[src/rtl/hazard_forward_ctrl.sv]
// -----------------------------------------------------------------------------
// hazard_forward_ctrl
//
// Operand-forwarding and load-use hazard controller for a 5-stage pipeline.
// It sits between the ID/EX/MEM/WB pipeline registers and the ALU operand
// muxes, the PC enable and the IF/ID enable.
//
// Forwarding (purely combinational, one independent path per ALU operand):
//   10 = take the MEM-stage ALU result, 01 = take the WB write data,
//   00 = use the register-file read. MEM has priority over WB. A destination
//   of x0 never forwards. A load sitting in MEM never forwards from MEM,
//   because the stall logic makes sure its data arrives through WB instead.
//
// Load-use stall: when the instruction in EX is a load whose rd is read by
// the instruction in ID, PC and IF/ID are held and a bubble enters ID/EX for
// exactly LOAD_LAT cycles. The first stall cycle is asserted combinationally
// in the same cycle the hazard is seen. A flush (taken branch/jump) overrides
// everything: the stall is dropped and only the bubble is kept.
//
// stall_cycles is a saturating count of cycles in which IF/ID was held.
//
// Parameters:
//   ADDR_W   register-address width
//   LOAD_LAT stall cycles per load-use hazard, legal range 1..15
//   CNT_W    width of the stall-cycle counter
//
// Ports:
//   clk, arst_n                      clock (rising edge), async active-low reset
//   rs1_id, rs2_id, use_rs1/2_id     sources of the instruction in ID
//   rs1_ex, rs2_ex, rd_ex            sources/destination of the instruction in EX
//   reg_write_ex, mem_read_ex        EX writes rd / EX is a load
//   rd_mem, reg_write_mem, mem_read_mem   MEM destination / write / is-load
//   rd_wb, reg_write_wb              WB destination / write
//   flush                            squash IF/ID (branch/jump resolved)
//   mux_alu_1, mux_alu_2             operand select per operand
//   stall_pc, stall_ifid, bubble_ex  pipeline hold / bubble controls
//   stall_cycles                     saturating stalled-cycle count
// -----------------------------------------------------------------------------
module hazard_forward_ctrl #(
    parameter int ADDR_W   = 5,
    parameter int LOAD_LAT = 1,
    parameter int CNT_W    = 16
) (
    input  logic              clk,
    input  logic              arst_n,
    input  logic [ADDR_W-1:0] rs1_id,
    input  logic [ADDR_W-1:0] rs2_id,
    input  logic              use_rs1_id,
    input  logic              use_rs2_id,
    input  logic [ADDR_W-1:0] rs1_ex,
    input  logic [ADDR_W-1:0] rs2_ex,
    input  logic [ADDR_W-1:0] rd_ex,
    input  logic              reg_write_ex,
    input  logic              mem_read_ex,
    input  logic [ADDR_W-1:0] rd_mem,
    input  logic              reg_write_mem,
    input  logic              mem_read_mem,
    input  logic [ADDR_W-1:0] rd_wb,
    input  logic              reg_write_wb,
    input  logic              flush,
    output logic [1:0]        mux_alu_1,
    output logic [1:0]        mux_alu_2,
    output logic              stall_pc,
    output logic              stall_ifid,
    output logic              bubble_ex,
    output logic [CNT_W-1:0]  stall_cycles
);

    // Operand select encodings
    localparam logic [1:0] SEL_RF  = 2'b00;
    localparam logic [1:0] SEL_MEM = 2'b10;
    localparam logic [1:0] SEL_WB  = 2'b01;

    // FSM state encodings
    localparam logic [0:0] ST_RUN   = 1'b0;
    localparam logic [0:0] ST_STALL = 1'b1;

    // Cycles still to be spent in STALL after the first (Mealy) stall cycle
    localparam logic [3:0] LAT_REMAIN = 4'(LOAD_LAT - 1);

    // -------------------------------------------------------------------------
    // Forwarding: one identical path per operand
    // -------------------------------------------------------------------------
    logic [ADDR_W-1:0] rs_ex_arr [2];
    logic [1:0]        fwd_sel   [2];

    assign rs_ex_arr[0] = rs1_ex;
    assign rs_ex_arr[1] = rs2_ex;

    // The MEM-stage value of a load is the address, not the data, so a load in
    // MEM is excluded from the MEM path; the stall has already delayed the
    // consumer far enough that the loaded data is caught from WB.
    logic mem_fwd_ok;
    logic wb_fwd_ok;

    assign mem_fwd_ok = reg_write_mem && !mem_read_mem && (rd_mem != '0);
    assign wb_fwd_ok  = reg_write_wb && (rd_wb != '0);

    genvar gi;
    generate
        for (gi = 0; gi < 2; gi++) begin : g_fwd
            logic mem_hit;
            logic wb_hit;

            assign mem_hit = mem_fwd_ok && (rd_mem == rs_ex_arr[gi]);
            assign wb_hit  = wb_fwd_ok  && (rd_wb  == rs_ex_arr[gi]);

            always_comb begin
                fwd_sel[gi] = SEL_RF;
                if (mem_hit) begin
                    fwd_sel[gi] = SEL_MEM;
                end else if (wb_hit) begin
                    fwd_sel[gi] = SEL_WB;
                end
            end
        end
    endgenerate

    // Selects are forced to the register file while reset is held
    assign mux_alu_1 = arst_n ? fwd_sel[0] : SEL_RF;
    assign mux_alu_2 = arst_n ? fwd_sel[1] : SEL_RF;

    // -------------------------------------------------------------------------
    // Load-use hazard detection
    // -------------------------------------------------------------------------
    logic rs1_dep;
    logic rs2_dep;
    logic load_use_hz;

    assign rs1_dep     = use_rs1_id && (rs1_id == rd_ex);
    assign rs2_dep     = use_rs2_id && (rs2_id == rd_ex);
    assign load_use_hz = mem_read_ex && reg_write_ex && (rd_ex != '0)
                         && (rs1_dep || rs2_dep);

    // -------------------------------------------------------------------------
    // Stall FSM
    //   RUN  : watch for a hazard; the first stall cycle is issued here.
    //   STALL: hold for the remaining LOAD_LAT-1 cycles; hazards are not
    //          re-examined here because the same load is still in flight.
    // -------------------------------------------------------------------------
    logic [0:0] state_reg;
    logic [0:0] state_next;
    logic [3:0] cnt_reg;
    logic [3:0] cnt_next;
    logic       stall_raw;
    logic       bubble_raw;

    always_comb begin
        state_next = state_reg;
        cnt_next   = cnt_reg;
        stall_raw  = 1'b0;
        bubble_raw = 1'b0;

        if (flush) begin
            // The dependent instruction is being squashed: abandon any stall,
            // but still keep garbage out of ID/EX.
            state_next = ST_RUN;
            cnt_next   = 4'd0;
            bubble_raw = 1'b1;
        end else begin
            case (state_reg)
                ST_RUN: begin
                    if (load_use_hz) begin
                        stall_raw  = 1'b1;
                        bubble_raw = 1'b1;
                        if (LOAD_LAT > 1) begin
                            state_next = ST_STALL;
                            cnt_next   = LAT_REMAIN;
                        end
                    end
                end
                ST_STALL: begin
                    stall_raw  = 1'b1;
                    bubble_raw = 1'b1;
                    // cnt counts the stall cycles still owed including this
                    // one; a value of 0 cannot occur here but is treated as
                    // the last cycle so the FSM can never lock up.
                    if (cnt_reg <= 4'd1) begin
                        state_next = ST_RUN;
                        cnt_next   = 4'd0;
                    end else begin
                        cnt_next = 4'(cnt_reg - 4'd1);
                    end
                end
                default: begin
                    state_next = ST_RUN;
                    cnt_next   = 4'd0;
                end
            endcase
        end
    end

    always_ff @(posedge clk or negedge arst_n) begin
        if (!arst_n) begin
            state_reg <= ST_RUN;
            cnt_reg   <= 4'd0;
        end else begin
            state_reg <= state_next;
            cnt_reg   <= cnt_next;
        end
    end

    assign stall_pc   = arst_n && stall_raw;
    assign stall_ifid = arst_n && stall_raw;
    assign bubble_ex  = arst_n && bubble_raw;

    // -------------------------------------------------------------------------
    // Saturating stall-cycle counter
    // -------------------------------------------------------------------------
    logic [CNT_W-1:0] stall_cnt_reg;
    logic [CNT_W-1:0] stall_cnt_next;

    always_comb begin
        stall_cnt_next = stall_cnt_reg;
        if (stall_raw && (stall_cnt_reg != {CNT_W{1'b1}})) begin
            stall_cnt_next = stall_cnt_reg + {{(CNT_W-1){1'b0}}, 1'b1};
        end
    end

    always_ff @(posedge clk or negedge arst_n) begin
        if (!arst_n) begin
            stall_cnt_reg <= '0;
        end else begin
            stall_cnt_reg <= stall_cnt_next;
        end
    end

    assign stall_cycles = stall_cnt_reg;

endmodule
[config.mk]
export PLATFORM = sky130hd
export DESIGN_NAME = hazard_forward_ctrl
export DESIGN_NICKNAME = d
export VERILOG_FILES = /design/src/rtl/hazard_forward_ctrl.sv
export SDC_FILE = /design/constraint.sdc
export NUM_CORES = 1
export LEC_CHECK = 0
export BUFFER_PORTS_ARGS = -buffer_cell sky130_fd_sc_hd__buf_4
export CAP_MARGIN = 20
export CORE_UTILIZATION = 50
export DETAILED_ROUTE_END_ITERATION = 12
export MAX_ROUTING_LAYER = met4
export PLACE_DENSITY = 0.93
export SYNTH_ARGS = -nofsm -noshare
export SYNTH_HDL_FRONTEND = slang
export SYNTH_SLANG_ARGS = --single-unit
[constraint.sdc]
create_clock -name clk -period 3.7 [get_ports clk]
set_input_delay 0.185 -clock clk [delete_from_list [all_inputs] [get_ports clk]]
set_output_delay 0.185 -clock clk [all_outputs]
set_load 0.005 [all_outputs]
* Yosys cells after proc, flatten, opt, wreduce, memory -nomap -nowiden
Index checks and enable logic that the tools add are counted.
** Cells by class
- Order comparisons :: 1
- Equal/unequal tests :: 7
- Multiplexer cells :: 16
- Bitwise logic cells :: 1
- Reductions and logical operators :: 21
- Add/subtract/negate cells :: 2
** Operators with widths (number)
- $eq 5x5->1 :: 6
- $add 16x1->16 const B :: 1
- $ne 16x16->1 const B :: 1
- $logic_and 1x1->1 :: 15
- $reduce_bool 5->1 :: 3
- $mux 4 :: 3
- $mux 1 :: 8
- $mux 2 :: 4
- $le 4x1->1 const B :: 1
- $sub 4x1->4 const B :: 1
- $pmux 1 s2 :: 1
- $reduce_bool 2->1 :: 1
- $logic_not 1->1 :: 1
- $logic_or 1x1->1 :: 1
- $not 1->1 :: 1
** Word-level totals
- Logic and storage cells :: 51
- Input port bits :: 45
- Output and inout port bits :: 23
- Flip-flop bits (word level) :: 21

* Depth between registers and ports, before layout
Gate-level depths: netlist (run 1).
- Word-level depth :: 8
- Gate-level depth with buffers :: 7

* Worst setup path after synthesis (run 1)
No wires, ideal clock.
- Path kind :: reg2reg
- From :: register stall_cnt_reg[0] (netlist: stall_cycles[0])
- To :: register stall_cnt_reg[1] (netlist: stall_cycles[1])
- Cell stages (with the launch flop) :: 8
- Arrival :: 1.823 ns
- Slack :: 1.749 ns
- Path buffers :: 0
- Clock period less this slack :: 1.951 ns
- Path through :: dfrtp_1 > ha_1 > and3_1 > and3_1 > nand2_1 > o21a_2 > or2b_1 > mux2_1
** Between the ends
- Cells in the longest elaborated chain, start to end :: 2
- Elaborated cells between the ends (all ways) :: 3
- Classes of those cells :: 1 x add/sub; 1 x eq/ne; 1 x reduce/logical
** Ends and longest elaborated chain
- from (decl) :: RTL line 210 : logic [CNT_W-1:0] stall_cnt_reg;
- from (signal assigned) :: RTL line 224 : stall_cnt_reg <= stall_cnt_next;
- parallel branches: the longest is 2 deep, another holds $add 16x1->16
Several ways; the timed one is not identified.
A chain may end at the register's enable or synchronous reset.

* Final worst setup path (run 1)
- From :: input arst_n
- To :: output mux_alu_1[0]
** Between the ends
- Cells in the longest elaborated chain, start to end :: 1
** Ends and longest elaborated chain
- from (decl) :: RTL line 45 : input logic arst_n,
- $mux 2 :: RTL line 120 : assign mux_alu_1 = arst_n ? fwd_sel[0] : SEL_RF;
- to (decl) :: RTL line 61 : output logic [1:0] mux_alu_1,
Every way passes these cells.

==> out/metrics.yaml, run 1 <==
synth.yosys.warnings: 0
rr_endpoint: "stall_cycles[1]$_DFFE_PN0P_"
psw_uw: 117
met3_wirelength_um: 225
wire_length_of_the_first_global_routing_pass_um: 6230
post_route_cells_drive_above_1_share: 0.335
dpl.cell_count: 247
cts.path.max_buffers: 2
crit_required_ns: 3.51
clock_insertion_delay_worst_skew_ns: 0.31
rr_worst_depth: 7
numCtsBuffers: 3
startpoint: "arst_n"
cellInternalPower_uw: 338
synth.area.top_cells: "sky130_fd_sc_hd__dfrtp_1 35%, sky130_fd_sc_hd__xnor2_1 14%, sky130_fd_sc_hd__xor2_1 14%"
timing.critical_path.fanout_max: 26
fin_cells: 252
dieArea_um2: 3200
critical_path.top_delay_family: "buffers and inverters"
finalCriticalPeriod_ns: 2.31
worst_setup_path_start_kind: "input port"
mostFrequentLayoutCell: "sky130_fd_sc_hd__buf_4"
slowest_delay_ns: 0.57
total_routed_wirelength_um: 3520
post_synth_and_or_nand_nor_area_fraction: 0.239
ffs_latches_synth: 21
floorplan.die.width_um: 56.6
endpoint: "mux_alu_1[0]"
synth_fa_ha_area_frac: 0.0252
detail_route.drc_violations: 0
crit_slowest_cell: "sky130_fd_sc_hd__or4_1"
finalMaxSlewViolations: 0
hold_path_class: "input port to flip-flop"
total_global_route_track_usage: 0.252
clock-root-buffer: "sky130_fd_sc_hd__clkbuf_4"
worstSetupPathDepth: 6
cts.htree.levels: 1
vias_after_detailed_routing: 1364
detailedPlacementHpwl_um: 2860
first_global_vias: 1400
mean_cell_area_of_the_mapped_netlist_um2: 9.80
num_io_pins: 68
avgRoutedWirePerCell_um: 13.9
ff2ff_setup_slack_ns: 1.58
max_slew.worst_pin.slew_ns: 0.756
critical_path_class: "input port to primary output"
postCtsHoldBufs: 1
commonest_non_fill_non_tap_cells_in_the_layout: "67 x sky130_fd_sc_hd__buf_4, 23 x sky130_fd_sc_hd__xnor2_1, 23 x sky130_fd_sc_hd__xor2_1, 21 x sky130_fd_sc_hd__dfrtp_1, 12 x sky130_fd_sc_hd__nand2_1"
final_replace_weighted_congestion: 0.862
clk_pin_slew_worst_paths_ns: 0.11
largest_register_ff_count: 16
proportion_of_power_drawn_by_flip_flops_and_latches: 0.523
path_cells: "dlygate4sd3_1, buf_4, o211ai_1, or4_1, nor4_1, buf_4"
switching_share: 0.256
cts_setup_buffers: 0
gr-total-overflow: 0
worstPathArrival_ns: 2.13
min-delay-start: "flush"
reg2reg_from: "stall_cycles[0]$_DFFE_PN0P_"
worst_clock_skew_ns: 0.00778
drt_iter0_markers: 37
synth_largest_type_area_fraction: 0.353
finalSetupViolations: 0
postCtsResizedCells: 0
static-leakage-power_uw: 0.000993
detail_route.first_pass.iterations: 4
floorplan.die.height_um: 56.6
rsz0062_at_grt: "false"
p_clk_frac: 0.240
synthMuxAreaShare: 0.00756
combinationalPowerShare: 0.237
synthesis.instances: 152
grt_max_degree: 27
finalNetCount: 270
routed-wl-met2_um: 1730
layout_utilization: 0.735
worst_ir_drop_vdd_mv: 0.383
crit_buf_inv: 3
synth_xor_xnor_area_share: 0.270
antenna_left: 0
slew-limit-headroom: 0.490
synth_top_family_by_area: "XOR/XNOR gates"
sink_count: 21
compound_gate_fraction_of_synth_area: 0.0772
worst_path_most_repeated_cell: "sky130_fd_sc_hd__buf_4"
fin_crit_sh: 0.625
numPortBuffers: 67
max_cap_violations: 0
core_area_um2: 2780
timing.fmax_ghz: 0.433
sequential_share_of_the_synthesized_area: 0.353
num_rows: 19
timing.hold.ws_ns: 0.0981
cts_tree: "built"
synth_area_um2: 1490
area_growth_pct: 37.3
synth_largest_area_cell: "sky130_fd_sc_hd__dfrtp_1"
run_status: "finished, final reports clean"
fin_setup_tns_ns: 0
final_power_uw: 455
synth.distinct_cells: 34
drt-met1-wl_um: 1530
maxUsedRoutingLayer: "met4"
pwr_density_cell_nw_per_um2: 222
diodes: 0
number_of_nets_in_the_synthesized_netlist: 200
report.final.hold_viol_count: 0
grt_antenna_before_repair: 0
vias_per_cell: 5.41
critPathCaptureType: "primary output"
start_util: 0.536
## metrics by stage
stage          setup WS [ns]  area, um2
2_1_floorplan           1.75       1490
3_3_place_gp            1.69       2010
3_5_place_dp            1.59       2010
4_1_cts                 1.39       2050
5_1_grt                 1.27       2050
6_report                1.39       2050
## layout make-up
class,count,area (um2)
sequential,21,526
timing repair buffer,68,513
tap,31,38.8
multi-input combinational,123,923
clock buffer,4,26.3
inverter,5,18.8
fill,209,736
## logic make-up after synthesis
| kind of cell | after synthesis |
|---|---|
| flops | 21 |
| fa+ha+maj | 3 |
| simple gates | 60 |
| mux | 1 |
| xor+xnor | 46 |
| compound gates | 13 |
| buf+inv | 8 |
## power groups by stage
stage	Combinational [uW]	Sequential, uW	Clock, uW
floorplan	41.6	242	0
global placement	106	241	0
detailed placement	108	242	0
CTS	109	238	112
global route	119	239	124
finish	108	238	109
## worst reg2reg max path, stage by stage, from the launching register on
cell and delay, ns:
sky130_fd_sc_hd__dfrtp_1 0.44, sky130_fd_sc_hd__ha_1 0.23, sky130_fd_sc_hd__and3_1 0.21, sky130_fd_sc_hd__and3_1 0.21, sky130_fd_sc_hd__nand2_1 0.11, sky130_fd_sc_hd__o21a_2 0.21
sky130_fd_sc_hd__or2b_1 0.28, sky130_fd_sc_hd__mux2_1 0.32
## worst min path at each step
| stage | end | slack [ns] | cells after the start |
|---|---|---|---|
| after global placement | stall_cycles[11]$_DFFE_PN0P_ | 0.09 | 1 |
| final | cnt_reg[2]$_DFFE_PN0P_ | 0.1 | 2 |
| after global routing | cnt_reg[2]$_DFFE_PN0P_ | 0.09 | 2 |
| after CTS | cnt_reg[2]$_DFFE_PN0P_ | 0.10 | 2 |
| after floorplan | cnt_reg[0]$_DFFE_PN0P_ | -0.11 | 0 |
| after detailed placement | stall_cycles[15]$_DFFE_PN0P_ | 0.1 | 1 |
## Yosys cell counts
master,n
sky130_fd_sc_hd__o211ai_1,2
sky130_fd_sc_hd__nand3b_1,5
sky130_fd_sc_hd__mux2_1,1
sky130_fd_sc_hd__inv_1,5
sky130_fd_sc_hd__o22ai_2,1
sky130_fd_sc_hd__o311a_4,1
sky130_fd_sc_hd__o21ai_0,4
sky130_fd_sc_hd__xnor2_1,23
sky130_fd_sc_hd__nand2_1,12
sky130_fd_sc_hd__or3_1,1
sky130_fd_sc_hd__a21oi_1,1
sky130_fd_sc_hd__or4_1,4
sky130_fd_sc_hd__nor4_1,8
sky130_fd_sc_hd__nand3_1,6
sky130_fd_sc_hd__nand4_1,5
sky130_fd_sc_hd__and3_1,4
sky130_fd_sc_hd__clkbuf_1,1
sky130_fd_sc_hd__dfrtp_1,21
sky130_fd_sc_hd__nor2_1,3
sky130_fd_sc_hd__nor3_1,1
sky130_fd_sc_hd__buf_4,1
sky130_fd_sc_hd__nor4b_1,4
sky130_fd_sc_hd__buf_6,1
sky130_fd_sc_hd__a21oi_4,1
sky130_fd_sc_hd__nor3b_1,2
sky130_fd_sc_hd__ha_1,3
sky130_fd_sc_hd__and2_1,2
sky130_fd_sc_hd__nor2b_1,1
sky130_fd_sc_hd__o311ai_0,1
sky130_fd_sc_hd__o21a_2,1
sky130_fd_sc_hd__or2b_1,1
sky130_fd_sc_hd__a21boi_0,1
sky130_fd_sc_hd__nand4b_1,1
sky130_fd_sc_hd__xor2_1,23
## layer usage
metal	up-vias	global-route usage
met5	-	-
met4	0	0.0453
met3	4	0.0714
met2	45	0.408
met1	638	0.319
li1	677	-
(Power assumes the default switching activity.)
==> run 2, diff against run 1 <==
- ABC_AREA: not set -> 1
- CORE_UTILIZATION: 50 -> 45
- PLACE_DENSITY: 0.93 -> 0.85
- clock period: 3.7 -> 2.1 ns (I/O delays scaled with it)
==> out/metrics.yaml, run 2 <==
avgRoutedWirePerCell_um: 11.4  # -18%
startpoint: "stall_cycles[0]$_DFFE_PN0P_"
clk_pin_slew_worst_paths_ns: 0.08  # -0.03 ns
num_rows: 23  # +4
grt_max_degree: 23  # -15%
total_routed_wirelength_um: 4560  # +30%
pwr_density_cell_nw_per_um2: 368  # +65%
ys_top_cells_by_count: "89 x sky130_fd_sc_hd__nand2_1, 35 x sky130_fd_sc_hd__inv_1, 32 x sky130_fd_sc_hd__nor2_1"
worst_clock_skew_ns: 0.00515  # -0.00264 ns
start_util: 0.467  # -0.0684
fill_cells: 359  # +72%
endpoint: "stall_cycles[2]$_DFFE_PN0P_"
synth_top_flop_cell: "sky130_fd_sc_hd__dfrtp_1"
total_global_route_track_usage: 0.230  # -0.0223
synth_edf_count: 0  # unchanged
sequential_share_of_the_synthesized_area: 0.281  # -0.0715
max_slew.worst_pin.slew_ns: 0.362  # -0.393 ns
ff2ff_setup_slack_ns: 0.30  # -1.28 ns
area_growth_pct: 31.1
report.final.hold_viol_count: 0  # unchanged
postCtsResizedCells: 0  # unchanged
rr_worst_depth: 7  # unchanged
slew-limit-headroom: 0.758  # +0.268
hold_depth: 4  # +2
gr-total-overflow: 0  # unchanged
detail_route.first_pass.iterations: 4  # unchanged
fin_setup_tns_ns: 0  # unchanged
diodes: 0  # unchanged
clock_insertion_delay_worst_skew_ns: 0.26  # -0.05 ns
core_area_um2: 4000  # +44%
commonest_non_fill_non_tap_cells_in_the_layout: "89 x sky130_fd_sc_hd__nand2_1, 69 x sky130_fd_sc_hd__buf_4, 35 x sky130_fd_sc_hd__inv_1, 32 x sky130_fd_sc_hd__nor2_1, 22 x sky130_fd_sc_hd__nand4_1"
rr_endpoint: "stall_cycles[2]$_DFFE_PN0P_"
synthesis.instances: 283  # +86%
synth.area.top_cells: "sky130_fd_sc_hd__dfrtp_1 28%, sky130_fd_sc_hd__nand2_1 18%, sky130_fd_sc_hd__xor2_1 8.0%"
static-leakage-power_uw: 0.00135  # +36%
hold_path_class: "input port to flip-flop"
worst_setup_path_start_kind: "flip-flop"
reg2reg_from: "stall_cycles[0]$_DFFE_PN0P_"
cts.path.max_buffers: 2  # unchanged
maxUsedRoutingLayer: "met4"
grt_antenna_before_repair: 0  # unchanged
fin_crit_sh: 0.859
met3_wirelength_um: 351  # +56%
critical_path_class: "flip-flop to flip-flop"
first_global_vias: 1835  # +31%
worstPathArrival_ns: 2.01  # -0.12 ns
drt-met1-wl_um: 2060  # +35%
dpl.cell_count: 395  # +60%
numCtsBuffers: 3  # unchanged
synth.distinct_cells: 26  # -24%
finalMaxSlewViolations: 0  # unchanged
synth_largest_area_cell: "sky130_fd_sc_hd__dfrtp_1"
wire_length_of_the_first_global_routing_pass_um: 7710  # +24%
vias_after_detailed_routing: 1999  # +47%
worst_ir_drop_vdd_mv: 0.356  # -7.1%
synth_area_um2: 1870  # +25%
cts.htree.levels: 1  # unchanged
finalCriticalPeriod_ns: 1.80
finalSetupViolations: 0  # unchanged
rsz0062_at_grt: "false"
floorplan.die.height_um: 66.5  # +17%
final_replace_weighted_congestion: 0.911  # +5.7%
number_of_nets_in_the_synthesized_netlist: 331  # +66%
crit_required_ns: 2.31  # -1.20 ns
numPortBuffers: 67  # unchanged
postLayoutCellArea_um2: 2450  # +20%
run_status: "finished, final reports clean"
detail_route.drc_violations: 0  # unchanged
drt_iter0_markers: 152  # +310%
timing.fmax_ghz: 0.554
largest_register_ff_count: 16  # unchanged
fin_cells: 400  # +59%
detailedPlacementHpwl_um: 3560  # +25%
critPathCaptureType: "flip-flop"
dieArea_um2: 4420  # +38%
mostFrequentLayoutCell: "sky130_fd_sc_hd__nand2_1"
timing.hold.ws_ns: 0.190  # +0.0918 ns
post_route_cells_drive_above_1_share: 0.231  # -0.103
sink_count: 21  # unchanged
synth_largest_type_area_fraction: 0.281  # -0.0715
antenna_left: 0  # unchanged
num_io_pins: 68  # unchanged
dpl_cell_area_um2: 2390  # +19%
synth.yosys.warnings: 0  # unchanged
timing.critical_path.fanout_max: 17  # -35%
vias_per_cell: 5.00  # -7.7%
clock-root-buffer: "sky130_fd_sc_hd__clkbuf_8"
synth_async_sr_flop_share: 1.00  # unchanged
ffs_latches_synth: 21  # unchanged
finalNetCount: 399  # +48%
routed-wl-met2_um: 2120  # +23%
cts_tree: "built"
most_frequently_used_cell_type_in_the_post_synthesis_netlist: "sky130_fd_sc_hd__nand2_1"
mean_cell_area_of_the_mapped_netlist_um2: 6.61  # -33%
max_cap_violations: 0  # unchanged
floorplan.die.width_um: 66.5  # +17%
## run 2: changes by cell type in the layout (fill, tap and decap cells not counted), sizes merged, moves of 6 or more
cell / previous run / this run
nand2: 12 / 91
inv: 5 / 36
nor2: 3 / 34
nand4: 5 / 23
nand3: 6 / 17
xnor2: 23 / 13
nor4: 8 / 2
xor2: 23 / 17
## run 2: worst min-delay path by stage
stage	startpoint	end	slack [ns]
final	flush	cnt_reg[3]$_DFFE_PN0P_	0.19
after detailed placement	arst_n	stall_cycles[8]$_DFFE_PN0P_	0.10
after CTS	flush	cnt_reg[3]$_DFFE_PN0P_	0.19
after global placement	arst_n	stall_cycles[8]$_DFFE_PN0P_	0.1
after floorplan	arst_n	cnt_reg[0]$_DFFE_PN0P_	-0.19
after global routing	flush	cnt_reg[3]$_DFFE_PN0P_	0.21
## run 2: area by class of cell
type | instances | area [um2] | share of cell area
clock inverter | 1 | 5.00 | 0.00204
inverter | 36 | 135 | 0.0552
multi-input combinational | 219 | 1150 | 0.470
sequential | 21 | 526 | 0.215
timing repair buffer | 70 | 528 | 0.216
clock buffer | 3 | 41.3 | 0.0169
tap | 50 | 62.6 | 0.0255
## run 2: report_power, final
group / switching [uW] / internal [uW]
Combinational: 100 / 110
Clock: 134 / 132
Sequential: 13.6 / 411
Total: 248 / 653
## run 2: what timing repair did
action | 4_1_cts | 5_1_grt
endpoints found under the hold margin | 21 | 0
hold buffers | 1 | 0
buffers inserted | 0 | 0
## run 2: per-layer routing
metal  vias to the layer above  global-route usage
met2                        70               0.406
li1                       1033                   -
met1                       892               0.276
met4                         0              0.0319
met3                         4              0.0462
met5                         -                   -
## run 2: critical path: stages (launching register included)
cell and delay (ns):
sky130_fd_sc_hd__dfrtp_1 0.48, sky130_fd_sc_hd__ha_1 0.26, sky130_fd_sc_hd__nand2_2 0.09, sky130_fd_sc_hd__nor2_4 0.17, sky130_fd_sc_hd__nand4_4 0.24, sky130_fd_sc_hd__nand3_2 0.34, sky130_fd_sc_hd__nand2_1 0.10, sky130_fd_sc_hd__nand2_1 0.07
## run 2: stage by stage
| stage | total power [uW] | worst slack [ns] | util |
|---|---|---|---|
| after detailed placement | 641 | 0.309 | 0.598 |
| after global routing | 946 | 0.0956 | 0.612 |
| final | 901 | 0.295 | 0.612 |
| after global placement | 636 | 0.395 | 0.598 |
| after floorplan | 520 | 0.617 | - |
| after CTS | 908 | 0.292 | 0.612 |
## run 2: kinds of logic (layout without fill, tap and decap cells)
family                   Yosys count  in the layout  share of synthesized area
AO/OA/AOI/OAI                     12             12                     0.0341
XOR/XNOR                          30             30                      0.141
adder cells (fa/ha/maj)            3              3                     0.0201
buffers and inverters             43            110                      0.102
flip-flops                        21             21                      0.281
AND/OR/NAND/NOR                  174            174                      0.422
